`config.mk`:
```
export PLATFORM = sky130hd
export DESIGN_NAME = comma_aligner_rd
export DESIGN_NICKNAME = d
export VERILOG_FILES = /design/src/rtl/comma_aligner_rd_pkg.sv /design/src/rtl/comma_aligner_rd_sym_disparity_chk.sv /design/src/rtl/comma_aligner_rd.sv
export SDC_FILE = /design/constraint.sdc
export NUM_CORES = 1
export LEC_CHECK = 0
export ABC_CLOCK_PERIOD_IN_PS = 4700
export CAP_MARGIN = 20
export CORE_ASPECT_RATIO = 0.6
export CORE_MARGIN = 2
export CORE_UTILIZATION = 26
export DETAILED_ROUTE_END_ITERATION = 8
export SLEW_MARGIN = 40
export SYNTH_ARGS = -nofsm -noshare
export SYNTH_HDL_FRONTEND = slang
export SYNTH_SLANG_ARGS = --single-unit
```
`constraint.sdc`:
```
create_clock -name clk -period 4.7 [get_ports clk]
set_clock_uncertainty 0.15 [all_clocks]
set_input_delay 0.705 -clock clk [delete_from_list [all_inputs] [get_ports clk]]
set_output_delay 0.705 -clock clk [all_outputs]
set_load 0.05 [all_outputs]
```
`src/rtl/comma_aligner_rd_pkg.sv`:
```
// Shared constants, state encoding and ones-count helper for the comma aligner.
package comma_aligner_rd_pkg;

  localparam int SYM_W = 10;

  localparam logic [SYM_W-1:0] K28_5_RDN = 10'b0011111010;
  localparam logic [SYM_W-1:0] K28_5_RDP = 10'b1100000101;

  typedef enum logic [1:0] {
    HUNT   = 2'd0,
    VERIFY = 2'd1,
    LOCKED = 2'd2
  } state_e;

  function automatic logic [3:0] ones_count(input logic [SYM_W-1:0] s);
    logic [3:0] cnt;
    cnt = 4'd0;
    for (int i = 0; i < SYM_W; i++) begin
      cnt = cnt + {3'd0, s[i]};
    end
    return cnt;
  endfunction

endpackage

```
`src/rtl/comma_aligner_rd_sym_disparity_chk.sv`:
```
// Combinational running-disparity and code check for one 10-bit symbol.
module comma_aligner_rd_sym_disparity_chk
  import comma_aligner_rd_pkg::*;
(
  input  logic [SYM_W-1:0] sym_i,
  input  logic             rd_i,
  output logic             next_rd_o,
  output logic             code_err_o,
  output logic             disp_err_o
);

  logic [3:0] ones_s;

  assign ones_s = ones_count(sym_i);

  // Classify by ones count: 4 and 6 flip RD, 5 is neutral, anything else is illegal.
  always_comb begin
    next_rd_o  = rd_i;
    code_err_o = 1'b0;
    disp_err_o = 1'b0;
    case (ones_s)
      4'd4: begin
        next_rd_o  = 1'b0;
        disp_err_o = ~rd_i;
      end
      4'd5: begin
        next_rd_o  = rd_i;
      end
      4'd6: begin
        next_rd_o  = 1'b1;
        disp_err_o = rd_i;
      end
      default: begin
        code_err_o = 1'b1;
      end
    endcase
  end

endmodule

```
`src/rtl/comma_aligner_rd.sv`:
```
// K28.5 comma aligner: finds the 10-bit boundary in a serial stream and emits symbols with RD.
// Build option: define COMMA_REALIGN_EN to let a misaligned comma realign while LOCKED.
module comma_aligner_rd
  import comma_aligner_rd_pkg::*;
#(
  parameter int LOCK_CNT = 3,
  parameter int ERR_MAX  = 4
) (
  input  logic             clk,
  input  logic             rst,
  input  logic             bit_in,
  input  logic             bit_valid,
  output logic [SYM_W-1:0] sym_out,
  output logic             sym_valid,
  output logic             rd_out,
  output logic             is_comma,
  output logic             code_err,
  output logic             disp_err,
  output logic             locked
);

  localparam logic [3:0] LOCK_CNT_C = 4'(LOCK_CNT);
  localparam logic [3:0] ERR_MAX_C  = 4'(ERR_MAX);

  state_e           state_q, state_d;
  logic [SYM_W-1:0] win_q, win_d, win_next_s;
  logic [3:0]       bit_cnt_q, bit_cnt_d;
  logic [3:0]       comma_cnt_q, comma_cnt_d;
  logic [3:0]       err_cnt_q, err_cnt_d;
  logic             rd_q, rd_d;
  logic [SYM_W-1:0] sym_q, sym_d;
  logic             sym_valid_q, sym_valid_d;
  logic             rd_out_q, rd_out_d;
  logic             is_comma_q, is_comma_d;
  logic             code_err_q, code_err_d;
  logic             disp_err_q, disp_err_d;
  logic             locked_q, locked_d;

  logic match_n_s, match_p_s, match_s, aligned_s, realign_s, emit_s;
  logic chk_next_rd_s, chk_code_err_s, chk_disp_err_s;

  assign win_next_s = {win_q[SYM_W-2:0], bit_in};
  assign match_n_s  = (win_next_s == K28_5_RDN);
  assign match_p_s  = (win_next_s == K28_5_RDP);
  assign match_s    = match_n_s | match_p_s;
  assign aligned_s  = (bit_cnt_q == 4'd9);

`ifdef COMMA_REALIGN_EN
  assign realign_s = bit_valid & match_s & ((state_q == HUNT) | ~aligned_s);
`else
  assign realign_s = bit_valid & match_s &
                     ((state_q == HUNT) | ((state_q == VERIFY) & ~aligned_s));
`endif
  assign emit_s = bit_valid & (state_q != HUNT) & aligned_s & ~realign_s;

  comma_aligner_rd_sym_disparity_chk u_chk (
    .sym_i      (win_next_s),
    .rd_i       (rd_q),
    .next_rd_o  (chk_next_rd_s),
    .code_err_o (chk_code_err_s),
    .disp_err_o (chk_disp_err_s)
  );

  // State register
  always_ff @(posedge clk or negedge rst) begin
    if (!rst) begin
      state_q <= HUNT;
    end else begin
      state_q <= state_d;
    end
  end

  // Next state, window, counters and running disparity
  always_comb begin
    state_d     = state_q;
    win_d       = win_q;
    bit_cnt_d   = bit_cnt_q;
    comma_cnt_d = comma_cnt_q;
    err_cnt_d   = err_cnt_q;
    rd_d        = rd_q;
    if (bit_valid) begin
      win_d = win_next_s;
      if (state_q != HUNT) begin
        bit_cnt_d = aligned_s ? 4'd0 : (bit_cnt_q + 4'd1);
      end else begin
        bit_cnt_d = bit_cnt_q;
      end
    end else begin
      win_d = win_q;
    end
    if (realign_s) begin
      bit_cnt_d   = 4'd0;
      rd_d        = ~match_p_s;
      comma_cnt_d = 4'd1;
      err_cnt_d   = 4'd0;
      state_d     = VERIFY;
    end else if (emit_s) begin
      rd_d = chk_next_rd_s;
      case (state_q)
        VERIFY: begin
          if (chk_code_err_s) begin
            state_d     = HUNT;
            comma_cnt_d = 4'd0;
          end else if (match_s) begin
            comma_cnt_d = comma_cnt_q + 4'd1;
            if ((comma_cnt_q + 4'd1) == LOCK_CNT_C) begin
              state_d   = LOCKED;
              err_cnt_d = 4'd0;
            end else begin
              state_d = VERIFY;
            end
          end else begin
            state_d = VERIFY;
          end
        end
        LOCKED: begin
          if (chk_code_err_s) begin
            if ((err_cnt_q + 4'd1) == ERR_MAX_C) begin
              state_d     = HUNT;
              err_cnt_d   = 4'd0;
              comma_cnt_d = 4'd0;
            end else begin
              err_cnt_d = err_cnt_q + 4'd1;
            end
          end else begin
            err_cnt_d = 4'd0;
          end
        end
        default: begin
          state_d = HUNT;
        end
      endcase
    end else begin
      rd_d = rd_q;
    end
  end

  // Registered output values; sym_out and rd_out hold between strobes
  always_comb begin
    sym_d       = sym_q;
    sym_valid_d = 1'b0;
    rd_out_d    = rd_out_q;
    is_comma_d  = 1'b0;
    code_err_d  = 1'b0;
    disp_err_d  = 1'b0;
    locked_d    = (state_d == LOCKED);
    if (realign_s) begin
      sym_d       = win_next_s;
      sym_valid_d = 1'b1;
      is_comma_d  = 1'b1;
      rd_out_d    = match_p_s;
    end else if (emit_s) begin
      sym_d       = win_next_s;
      sym_valid_d = 1'b1;
      rd_out_d    = rd_q;
      is_comma_d  = match_s;
      code_err_d  = chk_code_err_s;
      disp_err_d  = chk_disp_err_s;
    end else begin
      sym_valid_d = 1'b0;
    end
  end

  // Datapath and output registers
  always_ff @(posedge clk or negedge rst) begin
    if (!rst) begin
      win_q       <= '0;
      bit_cnt_q   <= 4'd0;
      comma_cnt_q <= 4'd0;
      err_cnt_q   <= 4'd0;
      rd_q        <= 1'b0;
      sym_q       <= '0;
      sym_valid_q <= 1'b0;
      rd_out_q    <= 1'b0;
      is_comma_q  <= 1'b0;
      code_err_q  <= 1'b0;
      disp_err_q  <= 1'b0;
      locked_q    <= 1'b0;
    end else begin
      win_q       <= win_d;
      bit_cnt_q   <= bit_cnt_d;
      comma_cnt_q <= comma_cnt_d;
      err_cnt_q   <= err_cnt_d;
      rd_q        <= rd_d;
      sym_q       <= sym_d;
      sym_valid_q <= sym_valid_d;
      rd_out_q    <= rd_out_d;
      is_comma_q  <= is_comma_d;
      code_err_q  <= code_err_d;
      disp_err_q  <= disp_err_d;
      locked_q    <= locked_d;
    end
  end

  assign sym_out   = sym_q;
  assign sym_valid = sym_valid_q;
  assign rd_out    = rd_out_q;
  assign is_comma  = is_comma_q;
  assign code_err  = code_err_q;
  assign disp_err  = disp_err_q;
  assign locked    = locked_q;

endmodule

```
* Yosys cells after proc, flatten, opt, wreduce, memory -nomap -nowiden
Index checks and enable logic that the tools add are counted.
W data, S select, Z words.
** Word-level totals
- Register bits :: 40
- Latch bits :: 0
- RAM bits :: 0
- Bits in read-only memories :: 0
- Bits of input ports :: 4
- Output and inout port bits :: 16
- Word-level logic and storage cells :: 110
- Memories kept :: 0
** Operators by class
- Add/subtract/negate cells :: 12
- Multiply operators :: 0
- Divide/modulo/power cells :: 0
- $lt $le $gt $ge :: 0
- Equality and inequality tests :: 17
- Shift operators :: 0
- Multiplexer cells :: 44
- Bitwise gates (word level) :: 12
- Reductions and logical operators :: 12
** Operator list (number)
- $mux W4 :: 17
- $add A4 B1 Y4 :: 7
- $mux W10 :: 2
- $eq A4 B3 Y1 const B :: 4
- $pmux W4 S2 :: 2
- $mux W2 :: 7
- $mux W1 :: 13
- $add A4 B1 Y4 const B :: 3
- $ne A3 B3 Y1 const B :: 4
- $eq A10 B10 Y1 const B :: 1
- $eq A10 B8 Y1 const B :: 1
- $reduce_and A5 Y1 :: 2
- $reduce_bool A2 Y1 :: 4
- $and A1 B1 Y1 :: 6
- $reduce_bool A3 Y1 :: 2
- $eq A2 B2 Y1 const B :: 2
- $eq A4 B2 Y1 const B :: 1
- $eq A4 B4 Y1 const B :: 1
- $ne A4 B4 Y1 const B :: 1
- $not A1 Y1 :: 4
- $pmux W1 S2 :: 2
- $pmux W2 S2 :: 1
- $reduce_and A2 Y1 :: 2
- $add A2 B1 Y3 :: 1
- 6 further kinds :: 7

* Longest topological paths before layout
- Depth after elaboration :: 16
- Gate-level depth with buffers :: 15
- Gate-level depth less buffers :: 14

* Modules after synthesis
From an unflattened synthesis, not the netlist that was laid out.
** Unflattened totals
- Cells, all modules :: 216
- Area total of the unflattened synthesis :: 2334.7 µm²
** Modules (own cells, without submodules)
- comma_aligner_rd :: instances 1, cells each 189, area each 2078.2 µm², seq. area each 1001.0 µm²
- comma_aligner_rd_sym_disparity_chk :: instances 1, cells each 27, area each 256.5 µm², seq. area each 0.0 µm²

* Worst setup path before layout
No wires, ideal clock.
- Path kind :: input port to flip-flop
- Start point :: input port bit_in
- End point :: register err_cnt_q[2]
- Data arrival time :: 4.619 ns
- Slack :: -0.151 ns
- Cell stages on the path :: 15
- Path through :: fa_1 inv_1 fa_1 fa_1 fa_1 inv_1 ha_1 fa_1 nor2b_1 or2_2 and2_0 clkbuf_1 nor3_1 a32oi_1 o22ai_1
** Between the ends
- Word-level cells in the longest chain between the ends :: 15
- Elaborated cells between the ends (all ways) :: 30
- Those cells by class :: add/sub: 9; eq/ne: 8; mux: 4; bitwise: 5; reduce/logical: 4
** RTL lines
- from (decl) :: line comma_aligner_rd.sv:11 : input logic bit_in,
- $add A1 B1 Y2 :: line comma_aligner_rd_pkg.sv:19 : cnt = cnt + {3'd0, s[i]};
- $add A2 B1 Y3 :: line comma_aligner_rd_pkg.sv:19
- $add A4 B1 Y4 (7 in a row) :: line comma_aligner_rd_pkg.sv:19
- $eq A4 B3 Y1 :: line comma_aligner_rd_sym_disparity_chk.sv:21 : case (ones_s)
- $reduce_or A3 Y1 (no line)
- $mux W4 :: line comma_aligner_rd.sv:117 : if (chk_code_err_s) begin
- $pmux W4 S2 :: line comma_aligner_rd.sv:99 : case (state_q)
- $mux W4 :: line comma_aligner_rd.sv:97 : end else if (emit_s) begin
- $mux W4 :: line comma_aligner_rd.sv:91 : if (realign_s) begin
- to (signal assigned) :: line comma_aligner_rd.sv:183 : err_cnt_q <= err_cnt_d;
- to (decl) :: line comma_aligner_rd.sv:29 : logic [3:0] err_cnt_q, err_cnt_d;
Parallel ways exist; a longest one is shown, timed or not. The select of a mux whose other input is x is not followed.
A chain may end at the register's enable or synchronous reset.

* Worst setup path in the final report
- Start point :: input port bit_in
- End point :: register locked_q (netlist: locked)
** Between the ends
- Word-level cells in the longest chain between the ends :: 16
- Elaborated cells between the ends (all ways) :: 27
- Those cells by class :: add/sub: 9; eq/ne: 6; mux: 6; bitwise: 5; reduce/logical: 1
** RTL lines
- $add A1 B1 Y2 :: line comma_aligner_rd_pkg.sv:19
- $add A2 B1 Y3 :: line comma_aligner_rd_pkg.sv:19
- $add A4 B1 Y4 (7 in a row) :: line comma_aligner_rd_pkg.sv:19
- $eq A4 B3 Y1 :: line comma_aligner_rd_sym_disparity_chk.sv:21
- $reduce_or A3 Y1 (no line)
- $mux W2, on equally long branches :: line comma_aligner_rd.sv:117, comma_aligner_rd.sv:101
- $pmux W2 S2 :: line comma_aligner_rd.sv:99
- $mux W2 :: line comma_aligner_rd.sv:97
- $mux W2 (*) :: line comma_aligner_rd.sv:91
- $eq A2 B2 Y1 (*) :: line comma_aligner_rd.sv:146 : locked_d = (state_d == LOCKED);
- named net locked_d :: line comma_aligner_rd.sv:37 : logic locked_q, locked_d;
- to (signal assigned) :: line comma_aligner_rd.sv:191 : locked_q <= locked_d;
- to (decl) :: line comma_aligner_rd.sv:37
The timed path passes the listed nets; every way through them passes the cells marked *.

==> impl_results.md <==
* Post-Syn Area at 2320 µm²
* Post-Route Utilization at 35.1%
* Critical path's largest stage delay at 530 ps
* Synth Area in Adders at 11.7%
* Leakage power at 1.31 nW
* Pwr/cell area at 675 nW/µm²
* WP data required at 4760 ps
* Crit start category: input pin
* Crit path cell chain: buf_8 -> fa_1 -> inv_2 -> fa_1 -> fa_1 -> fa_1 -> inv_2 -> ha_4 -> fa_2 -> a21oi_2 -> o21a_2 -> and2_4 -> buf_6 -> nand4_1 -> nand3b_1 -> a21oi_2
* Ys Warns at 0
* Largest family of logic cells by synthesized area: simple AND/OR/NAND/NOR gates
* Clk buf depth at 2
* Routed Antenna Nets at 0
* Post-synth EDFFs at 0
* Yosys reg bits at 40
* Routability cong. at 0.906
* Crit path max-delay family: adder cells
* Slew @ Worst Pin at 791 ps
* Area grow syn2layout at 29.8%
* Worst VDD drop at 0.000219 V
* CTS Buf Count at 5
* Status: complete, no violations
* Drt initial violations at 87
* Area of the die at 9720 µm²
* Total GRT Usage at 12.3%
* Root Driver: clkbuf_16
* TritonCTS clock tree: yes
* Clock transition at path regs at 60 ps
* Syn Area/Cell at 9.71 µm²
* Largest net degree at the start of global routing at 41
* Final wirelength at 5.60 mm
* Ant diodes at 0
* First-pass GRT wire length at 9.52 mm
* Post-synthesis cell count at 239
* Grt ovf at 0
* Die Y at 77.2 µm
* CP Max Fanout at 4
* Slowest-stage cell, CP: fa_1
* FMAX at 0.218 GHz
* Final slew viol count at 0
* Critical Path Sink Type: flip-flop
* Initial core utilization at 27.0%
* Core area at 8590 µm²
* Synth async-reset ratio at 100%
* Fill count at 890
* Slew headroom at 46.8%
* Fin Hold WS at 250 ps
* Cell Rows at 26
* H-tree levels at 2
* Footprint of the multi-input gates at 1300 µm²
* Compound-Gate Fraction of Synth Area at 16.1%
* Via count at 1,868
* Seq/Total Area, Yosys at 43.1%
* Minimum clock period after layout at 4600 ps
* XOR/XNOR Fraction of Synth Area at 0.755%
* Top FF cell, synth: dfrtp_1
* Via density at 4.85
* DRC Markers at 0
* Final Instance Count excl. Fillers at 385
* FF+latch area at 1000 µm²
* Layout cells sized above 1 at 19.8%
* Arrival time worst endpoint at 4660 ps
* Port bufs at 19
* DPL Wire Length at 4.08 mm
* Final hold viol count at 0
* Final period utilization at 97.8%
* Synth Area in Simple Gates at 19.6%
* Ports at 20
* Max Cap Viol at 0
* WP buf/inv at 4
* Clk_lat worst skew at 290 ps
* Post-synthesis mux area share at 3.40%
* Crit Path Category: in2reg
* Hold buffers post-CTS at 0
* WL/cell at 14.5 µm
* Pre-antenna DRT Iters at 4
* Initial antenna violation count at 0
* # setup viols final at 0
* Critical path's most frequent cell: fa_1
* NumNets Final at 294
* RSZ-0062 raised after global routing: true
* Yosys cell types at 50
* Clk sinks at 40
* Dpl cells at 374
* Hold Crit Class: in2async
* Post-Syn Nets at 261
* Die Wd at 126 µm
* Vias in the first global route at 1,853
## flip-flops by register name (all words and copies together) (netlist names)
signal / count
rd_out: 1
win_q: 9
is_comma: 1
locked: 1
state_q: 2
code_err: 1
rd_q: 1
disp_err: 1
sym_out: 10
err_cnt_q: 4
bit_cnt_q: 4
sym_valid: 1
comma_cnt_q: 4
## cell usage after synthesis (3+ instances only)
cell type	n	area, µm²
a21oi_1	12	60.1
a22o_1	3	26.3
a31oi_1	6	37.5
and2_1	3	18.8
clkbuf_1	5	18.8
dfrtp_1	40	1000
fa_1	6	120
ha_1	12	150
inv_1	25	93.8
mux2_1	3	33.8
mux2_2	4	45.0
nand2_1	24	90.1
nand3_1	5	25.0
nand3b_1	4	30.0
nand4_1	7	43.8
nor2_1	9	33.8
nor3_1	8	40.0
o21ai_0	18	90.1
o21ai_1	5	25.0
## final timing paths
check / startpoint / end / slack [ps] / cells past startpoint
min reg2reg: sym_out[5]$_DFFE_PN0P_ / sym_out[5]$_DFFE_PN0P_ / 330 / 2
max reg2reg: win_q[0]$_DFFE_PN0P_ / locked$_DFF_PN0_ / 180 / 15
min in group clk: sym_out[5]$_DFFE_PN0P_ / sym_out[5]$_DFFE_PN0P_ / 330 / 2
max: bit_in / locked$_DFF_PN0_ / 100 / 16
max in group asynchronous: rst / bit_cnt_q[1]$_DFFE_PN0P_ / 3780 / 1
min: rst / win_q[7]$_DFFE_PN0P_ / 250 / 1
## what timing repair did
item,4_1_cts,5_1_grt
pin swaps,9,13
cloned,0,0
endpoints found under the setup margin,14,11
buffers inserted,0,3
gates resized for setup,21,10
## stage by stage
step           setup WS, ps  setup TNS (ps)  total power, mW  area [µm²]
6_report                104               0             2.03        3010
5_1_grt               -75.4            -195             2.16        3010
4_1_cts                3.11               0             1.92        2940
3_5_place_dp           -768           -8890             1.43        2710
3_3_place_gp           -653           -7460             1.41        2710
2_1_floorplan         -40.5           -95.8             1.09        2330
## power by group
| group | internal [mW] | switching [mW] |
|---|---|---|
| clock network | 0.249 | 0.140 |
| registers | 0.435 | 0.0882 |
| logic | 0.501 | 0.618 |
| total | 1.19 | 0.847 |
## per-layer routing
| layer | share of wire [%] | GRT usage (%) | vias to the layer above |
|---|---|---|---|
| met5 | 0 | 0 | - |
| met4 | 1.3 | 3.96 | 0 |
| met3 | 5.2 | 3.07 | 9 |
| met2 | 39 | 15.9 | 45 |
| met1 | 54 | 19.6 | 906 |
| li1 | - | - | 908 |
## cells in the final DEF, fill, tap and decap left out, types with 2 or more instances in the layout
cell             count
o21ai_1              5
mux2_2               4
nand2_1             23
a21oi_1              9
dfrtp_1             40
nand4_1              7
nor4_4               2
buf_4               13
ha_1                11
nand3b_1             4
buf_6                2
o22ai_1              2
a21o_1               2
clkbuf_16            5
inv_1               23
nor3_1               6
mux2_1               3
a21oi_2              2
xor2_1               2
a31oi_1              6
and2_4               3
inv_2                2
o21ai_0             18
nor2_1               9
a22o_1               3
clkdlybuf4s50_1     17
fa_1                 5
nor2b_1              2
or3_1                2
and2_1               2
nand3_1              5
## cells by family (layout without fill, tap and decap cells)
group | Yosys count | count (layout)
and+or+nand+nor | 81 | 81
muxes | 7 | 7
DFF | 40 | 40
AOI/OAI and AO/OA | 59 | 59
adders and majority gates | 18 | 18
xor gates and xnor gates | 2 | 2
buffers and inverters | 32 | 66
## layout make-up
cell class,count,share of cell area (%)
clock buffer,5,4.15
clock inverter,3,1.41
inverter,25,3.12
multi-input combinational,167,43.3
sequential,40,33.2
tap,112,4.65
timing repair buffer,33,10.1
## worst reg2reg max path, delay by kind of cell, from the launching register on
kind,cells,cell delay [ps]
AND/OR/NAND/NOR,3,590
buffers and inverters,3,190
adder cells (fa/ha/maj),6,2610
flip-flops,1,400
AO/OA/AOI/OAI,3,510
(Power assumes the default switching activity.)
